**config.mk**
```make
export PLATFORM = sky130hd
export DESIGN_NAME = spi_shift_engine
export DESIGN_NICKNAME = d
export VERILOG_FILES = /design/src/rtl/spi_shift_engine.sv
export SDC_FILE = /design/constraint.sdc
export NUM_CORES = 1
export LEC_CHECK = 0
export CAP_MARGIN = 0
export CORE_MARGIN = 8
export CORE_UTILIZATION = 58
export DETAILED_ROUTE_END_ITERATION = 8
export GPL_TIMING_DRIVEN = 0
export PLACE_DENSITY = 0.82
export SLEW_MARGIN = 0
export SYNTH_ARGS = -nofsm -noshare
export SYNTH_HDL_FRONTEND = slang
export SYNTH_SLANG_ARGS = --single-unit
```
**constraint.sdc**
```tcl
create_clock -name clk -period 4.4 [get_ports clk]
set_input_delay 0.88 -clock clk [delete_from_list [all_inputs] [get_ports clk]]
set_output_delay 0.88 -clock clk [all_outputs]
set_load 0.01 [all_outputs]
```
**src/rtl/spi_shift_engine.sv**
```systemverilog
// SPI shift engine: serialises one word onto mosi and collects one word from miso,
//   paced by strobes from an external clk/cs generator.
// Latency: start pulses 1 cycle after acceptance; rx_valid pulses 1 cycle after the DONE state.
// Backpressure: start_req is ignored while busy=1, and a request made then is not queued.
//
// Optional feature:
//   `define SPI_SHIFT_LOOPBACK_EN adds the loopback input. With loopback=1, rx sampling
//   uses the registered mosi instead of miso. Without the macro, rx always samples miso.
//
// Ports:
//   clk, reset      rising-edge clock, synchronous active-high reset
//   start_req       request one transfer (accepted in IDLE only)
//   tx_data         word to send, right-justified (sampled on acceptance)
//   data_len        transfer length in bits (sampled on acceptance)
//   msb_first       bit order (sampled on acceptance)
//   spi_cs          active-low chip select from the generator
//   tx_shift_en     generator strobe: present the next bit on mosi
//   rx_shift_en     generator strobe: sample the serial input
//   miso            serial input, already synchronised
//   loopback        (only with SPI_SHIFT_LOOPBACK_EN) sample mosi instead of miso
//   start           one-cycle kick to the generator
//   mosi            registered serial output
//   busy            high from acceptance until the return to IDLE
//   rx_data         received word, right-justified, held until the next completion
//   rx_valid        one-cycle pulse; rx_data is valid in the same cycle
module spi_shift_engine #(
  parameter int DATA_W = 16  // maximum word width, 8..32
) (
  input  logic              clk,
  input  logic              reset,
  input  logic              start_req,
  input  logic [DATA_W-1:0] tx_data,
  input  logic [7:0]        data_len,
  input  logic              msb_first,
  input  logic              spi_cs,
  input  logic              tx_shift_en,
  input  logic              rx_shift_en,
  input  logic              miso,
`ifdef SPI_SHIFT_LOOPBACK_EN
  input  logic              loopback,
`endif
  output logic              start,
  output logic              mosi,
  output logic              busy,
  output logic [DATA_W-1:0] rx_data,
  output logic              rx_valid
);

  localparam logic [1:0] ST_IDLE    = 2'd0;
  localparam logic [1:0] ST_WAIT_CS = 2'd1;
  localparam logic [1:0] ST_SHIFT   = 2'd2;
  localparam logic [1:0] ST_DONE    = 2'd3;

  localparam logic [7:0] DATA_W_8 = 8'(DATA_W);

  logic [1:0]        state;
  logic [DATA_W-1:0] tx_sr;
  logic [DATA_W-1:0] rx_sr;
  logic [7:0]        len_q;
  logic [7:0]        bit_cnt;
  logic              msb_q;
  logic [7:0]        len_clamped;
  logic              rx_bit;

  // Transfers longer than the register still run for data_len strobes.
  // Only the first DATA_W bits carry data, so the alignment shifts use the clamped length.
  assign len_clamped = (data_len > DATA_W_8) ? DATA_W_8 : data_len;

`ifdef SPI_SHIFT_LOOPBACK_EN
  assign rx_bit = loopback ? mosi : miso;
`else
  assign rx_bit = miso;
`endif

  assign busy = (state != ST_IDLE);

  always_ff @(posedge clk) begin
    if (reset) begin
      state    <= ST_IDLE;
      start    <= 1'b0;
      mosi     <= 1'b0;
      rx_valid <= 1'b0;
      rx_data  <= '0;
      tx_sr    <= '0;
      rx_sr    <= '0;
      len_q    <= '0;
      bit_cnt  <= '0;
      msb_q    <= 1'b0;
    end else begin
      start    <= 1'b0;
      rx_valid <= 1'b0;
      case (state)
        ST_IDLE: begin
          mosi <= 1'b0;
          if (start_req) begin
            msb_q   <= msb_first;
            len_q   <= len_clamped;
            // MSB-first: left-align the word so that the outgoing bit always sits at
            // DATA_W-1. A shift of DATA_W (length 0) empties the register.
            tx_sr   <= msb_first ? (tx_data << (DATA_W_8 - len_clamped)) : tx_data;
            rx_sr   <= '0;
            bit_cnt <= '0;
            start   <= 1'b1;
            state   <= ST_WAIT_CS;
          end
        end

        ST_WAIT_CS: begin
          mosi <= 1'b0;
          if (!spi_cs) begin
            state <= ST_SHIFT;
          end
        end

        ST_SHIFT: begin
          // Zeros are shifted in, so strobes past DATA_W drive mosi low.
          if (tx_shift_en) begin
            if (msb_q) begin
              mosi  <= tx_sr[DATA_W-1];
              tx_sr <= {tx_sr[DATA_W-2:0], 1'b0};
            end else begin
              mosi  <= tx_sr[0];
              tx_sr <= {1'b0, tx_sr[DATA_W-1:1]};
            end
          end
          if (rx_shift_en) begin
            if (msb_q) begin
              rx_sr <= {rx_sr[DATA_W-2:0], rx_bit};
            end else begin
              rx_sr <= {rx_bit, rx_sr[DATA_W-1:1]};
            end
            if (bit_cnt != 8'hFF) begin
              bit_cnt <= bit_cnt + 8'd1;
            end
          end
          if (spi_cs) begin
            state <= ST_DONE;
          end
        end

        ST_DONE: begin
          mosi     <= 1'b0;
          // LSB-first data enters at the top of the register and is right-justified here.
          // With length 0 the shift is DATA_W, so the result is zero.
          rx_data  <= msb_q ? rx_sr : (rx_sr >> (DATA_W_8 - len_q));
          rx_valid <= 1'b1;
          state    <= ST_IDLE;
        end

        default: begin
          state <= ST_IDLE;
        end
      endcase
    end
  end

endmodule

```
==> summary.txt <==
Outcome
  • Status: complete, but fails checks
  • Failing checks: capacitance limit

Synthesis
  • Post-Syn Area: 4770 µm²
  • Adder-Cell Fraction of Synth Area: 2.10%
  • Yosys cell types: 65
  • Syn Inst Count: 612
  • Yosys warning count: 0
  • Mapped Avg Cell Area: 7.79 µm²
  • Largest family of logic cells by synthesized area: compound AO/OA/AOI/OAI gates
  • Post-Syn Nets: 652
  • Synth Register Bits: 62
  • Top_reg_cell synth: dfxtp_1
  • Multiplexer share of the synthesized area: 16.8%
  • Post-synthesis sequential area ratio: 26.0%
  • Simple-gate share of the synthesized area: 19.9%
  • Post-synth EDFFs: 0
  • Synth Area in Compound Gates: 28.2%
  • Synth async-reset ratio: 0%
  • Post-synthesis xor/xnor area fraction: 0.919%

Worst setup path
  • WP data arrival: 4.53 ns
  • CP Capture Type: register
  • Kind of critical path: input pin to register
  • Worst EP required: 4.59 ns
  • Startpoint Class: input pin
  • Register-to-register setup slack: 0.85 ns
  • Cells on worst reg2reg path: 11
  • Worst R2R Start: len_q[0]$_SDFFE_PP0P_
  • Reg-to-reg endpoint: rx_data[2]$_SDFFE_PP0P_
  • Crit path max fanout: 10

Placed design
  • Cell Area, Placed: 5400 µm²
  • Post-DP HPWL: 12900 µm
  • Pre-CTS setup slack: -0.527 ns
  • Global placer's final weighted congestion: 1.01
  • Port bufs: 50

Clock tree
  • CTS sink count: 62
  • H-tree depth: 3
  • Cts hold-fix bufs: 0
  • Num CTS Buffers: 9
  • CTS root buf: clkbuf_8
  • Insertion delay of the later-clocked pin in the worst-skew pair: 0.34 ns
  • CTS clk-pin slew, worst paths: 0.08 ns
  • CTS tree: built
  • Max clock buf depth: 2

Floorplanning
  • Initial core utilization: 58.9%
  • Die width: 107 µm
  • Boundary Pins: 52
  • Core box area: 8090 µm²
  • Overall die area: 11400 µm²
  • Die Ht: 107 µm
  • # rows: 33

Drt
  • Initial DRC Count: 426
  • Via count: 5342
  • Avg WL per Cell: 21.3 µm
  • Routed Antenna Nets: 0
  • 1st-pass router iterations: 8
  • Post-route DRC: 0
  • Final wirelength: 16700 µm
  • DR vias/cell: 6.81

Final layout
  • Final layout net count: 714
  • Fillers: 689
  • Multi-input logic area: 3240 µm²
  • Antenna cells: 0
  • Area growth, synth to finish: 18.2%
  • Register area: 1240 µm²
  • Post-route cell area: 5630 µm²
  • Share of cells above drive strength 1: 8.39%

Timing
  • Final Skew: 0.0171 ns
  • Maximum clock frequency: 0.231 GHz
  • Rel. slew slack: 0.792%
  • Final setup fails: 0
  • Final hold violation count: 0
  • Setup ws final: 0.0642 ns
  • Min Tclk post-route: 4.34 ns
  • Final worst-path cycle share: 98.5%
  • RSZ-0062 raised after global routing: no
  • Actual transition at the worst max-transition pin: 1.47 ns
  • Max Slew Vio Count: 0

Power and ir drop
  • Switching portion of total power: 40.0%
  • Gate power share: 40.6%
  • Share of power burned in registers: 33.0%
  • Internal power: 1340 µW
  • Sw Pwr: 890 µW
  • Peak supply drop: 0.281 mV
  • P_leak: 0.00197 µW
  • Pwr dens: 395 nW/µm²
  • Clock power frac: 26.3%

Global routing
  • Met3 usage: 5.34%
  • Number of global-route vias before repair: 5203
  • Met2 Resource Use GR: 50.0%
  • Initial antenna violation count: 0
  • Pin count of the biggest net entering global routing: 14
  • GRT Overall Usage: 28.7%
  • Grt ovf: 0
  • Met1 Use GR: 31.6%
  • Global route hottest layer: met2
  • First-pass GRT wire length: 26400 µm

Hold path
  • Hold Path Sink: mosi$_SDFFE_PP0P_
  • Worst hold start: mosi$_SDFFE_PP0P_
  • Min-delay worst type: register to register
  • Worst Hold Depth: 2

Flow run
  • Max-Cap Viols: 1
## power by group through the flow
stage | Combinational, µW | Clock [µW] | Sequential, µW
final | 904 | 586 | 735
after global routing | 975 | 619 | 745
after CTS | 882 | 589 | 731
after detailed placement | 878 | 0 | 743
after global placement | 846 | 0 | 736
after floorplan | 574 | 0 | 738
## cell usage in the layout (no fill, tap or decap), types with 6 or more instances in the layout
cell type and count:
a211oi_1 15, and2_1 6, o211ai_1 6, a221oi_1 7, dfxtp_1 62, a21oi_1 49
clkbuf_1 40, mux2_2 18, buf_2 7, nor2_1 51, nand2b_1 15, mux2i_1 48
a32oi_1 14, a311oi_1 13, nand3_1 22, inv_1 13, a211o_1 11, nor2b_1 6
clkdlybuf4s50_1 50, nor3_1 10, a22oi_1 6, o21ai_0 30, clkbuf_8 9, nand2_1 74
ha_1 8
## Yosys cell counts, types with 7 or more instances
| cell type | count | share of area, % |
|---|---|---|
| mux2_2 | 18 | 4.3 |
| a221oi_1 | 7 | 1.3 |
| a211o_1 | 11 | 2.0 |
| nand2b_1 | 15 | 2.0 |
| mux2i_1 | 48 | 10 |
| nor2_1 | 51 | 4.0 |
| buf_2 | 7 | 0.74 |
| nand3_1 | 22 | 2.3 |
| dfxtp_1 | 62 | 26 |
| a311oi_1 | 13 | 2.4 |
| ha_1 | 8 | 2.1 |
| o21ai_0 | 30 | 3.2 |
| a211oi_1 | 15 | 2.4 |
| nand2_1 | 74 | 5.8 |
| nor3_1 | 10 | 1.1 |
| a32oi_1 | 14 | 2.6 |
| inv_1 | 13 | 1.0 |
| a21oi_1 | 49 | 5.1 |
| clkbuf_1 | 40 | 3.2 |
## routing by layer
layer,vias up,part of all wire [%],wire (µm)
met3,73,8.4,1400
li1,2414,-,-
met1,2525,36,6070
met5,-,0,0
met4,0,5.7,951
met2,330,49,8250
## per-stage QoR
step,power (µW),instances,hold WS (ns),TNS (ns),util [%]
after floorplan,1310,612,0.442,0,-
after global placement,1580,767,0.444,-3.86,66.7
after detailed placement,1620,767,0.443,-4.49,66.7
after CTS,2200,784,0.454,0,69.6
after global routing,2340,784,0.484,0,69.6
final,2220,784,0.453,0,69.6
## area by class of cell
type / instances / area share (%)
Inverter: 16 / 1.07
Timing Repair Buffer: 51 / 9.02
Clock inverter: 7 / 1.82
Buffer: 54 / 4.02
Clock buffer: 9 / 2.20
Multi-Input combinational cell: 480 / 57.5
Sequential cell: 62 / 22.0
Tap cell: 105 / 2.33
## flip-flops by register name (all words and copies together), names as in the netlist
name      count
tx_sr        16
rx_valid      1
start         1
state         2
mosi          1
rx_data      16
len_q         8
msb_q         1
rx_sr        16
## kinds of logic after synthesis
family | Yosys count
AND/OR/NAND/NOR | 204
AO/OA/AOI/OAI | 192
multiplexers | 71
buffers and inverters | 70
flip-flops | 62
adder cells (fa/ha/maj) | 8
XOR/XNOR | 5
## worst max-delay path, stage by stage
cell and delay, ns:
clkdlybuf4s50_1 0.46, nor4_4 0.32, and2_1 0.16, buf_2 0.22
buf_2 0.29, inv_1 0.07, ha_1 0.18, clkbuf_1 0.19
clkbuf_1 0.27, nand2_1 0.11, mux2i_1 0.10, mux2i_1 0.49
nor2_1 0.11, o311ai_0 0.50, a311oi_1 0.16
## what timing repair did
item | CTS | global route
setup endpoints to repair | 4 | 0
resized for setup | 0 | 0
setup buffers | 1 | 0
## worst max path at each step
| stage | start | end | slack [ns] | cells past startpoint |
|---|---|---|---|---|
| after floorplan | data_len[5] | tx_sr[10]$_SDFFE_PP0P_ | 0.75 | 14 |
| after global placement | data_len[5] | tx_sr[15]$_SDFFE_PP0P_ | -0.50 | 15 |
| after detailed placement | data_len[5] | tx_sr[15]$_SDFFE_PP0P_ | -0.53 | 15 |
| after CTS | data_len[6] | tx_sr[15]$_SDFFE_PP0P_ | 0.19 | 15 |
| after global routing | data_len[6] | tx_sr[15]$_SDFFE_PP0P_ | 0.001 | 15 |
| final | data_len[6] | tx_sr[15]$_SDFFE_PP0P_ | 0.06 | 15 |
(Power assumes the default switching activity.)
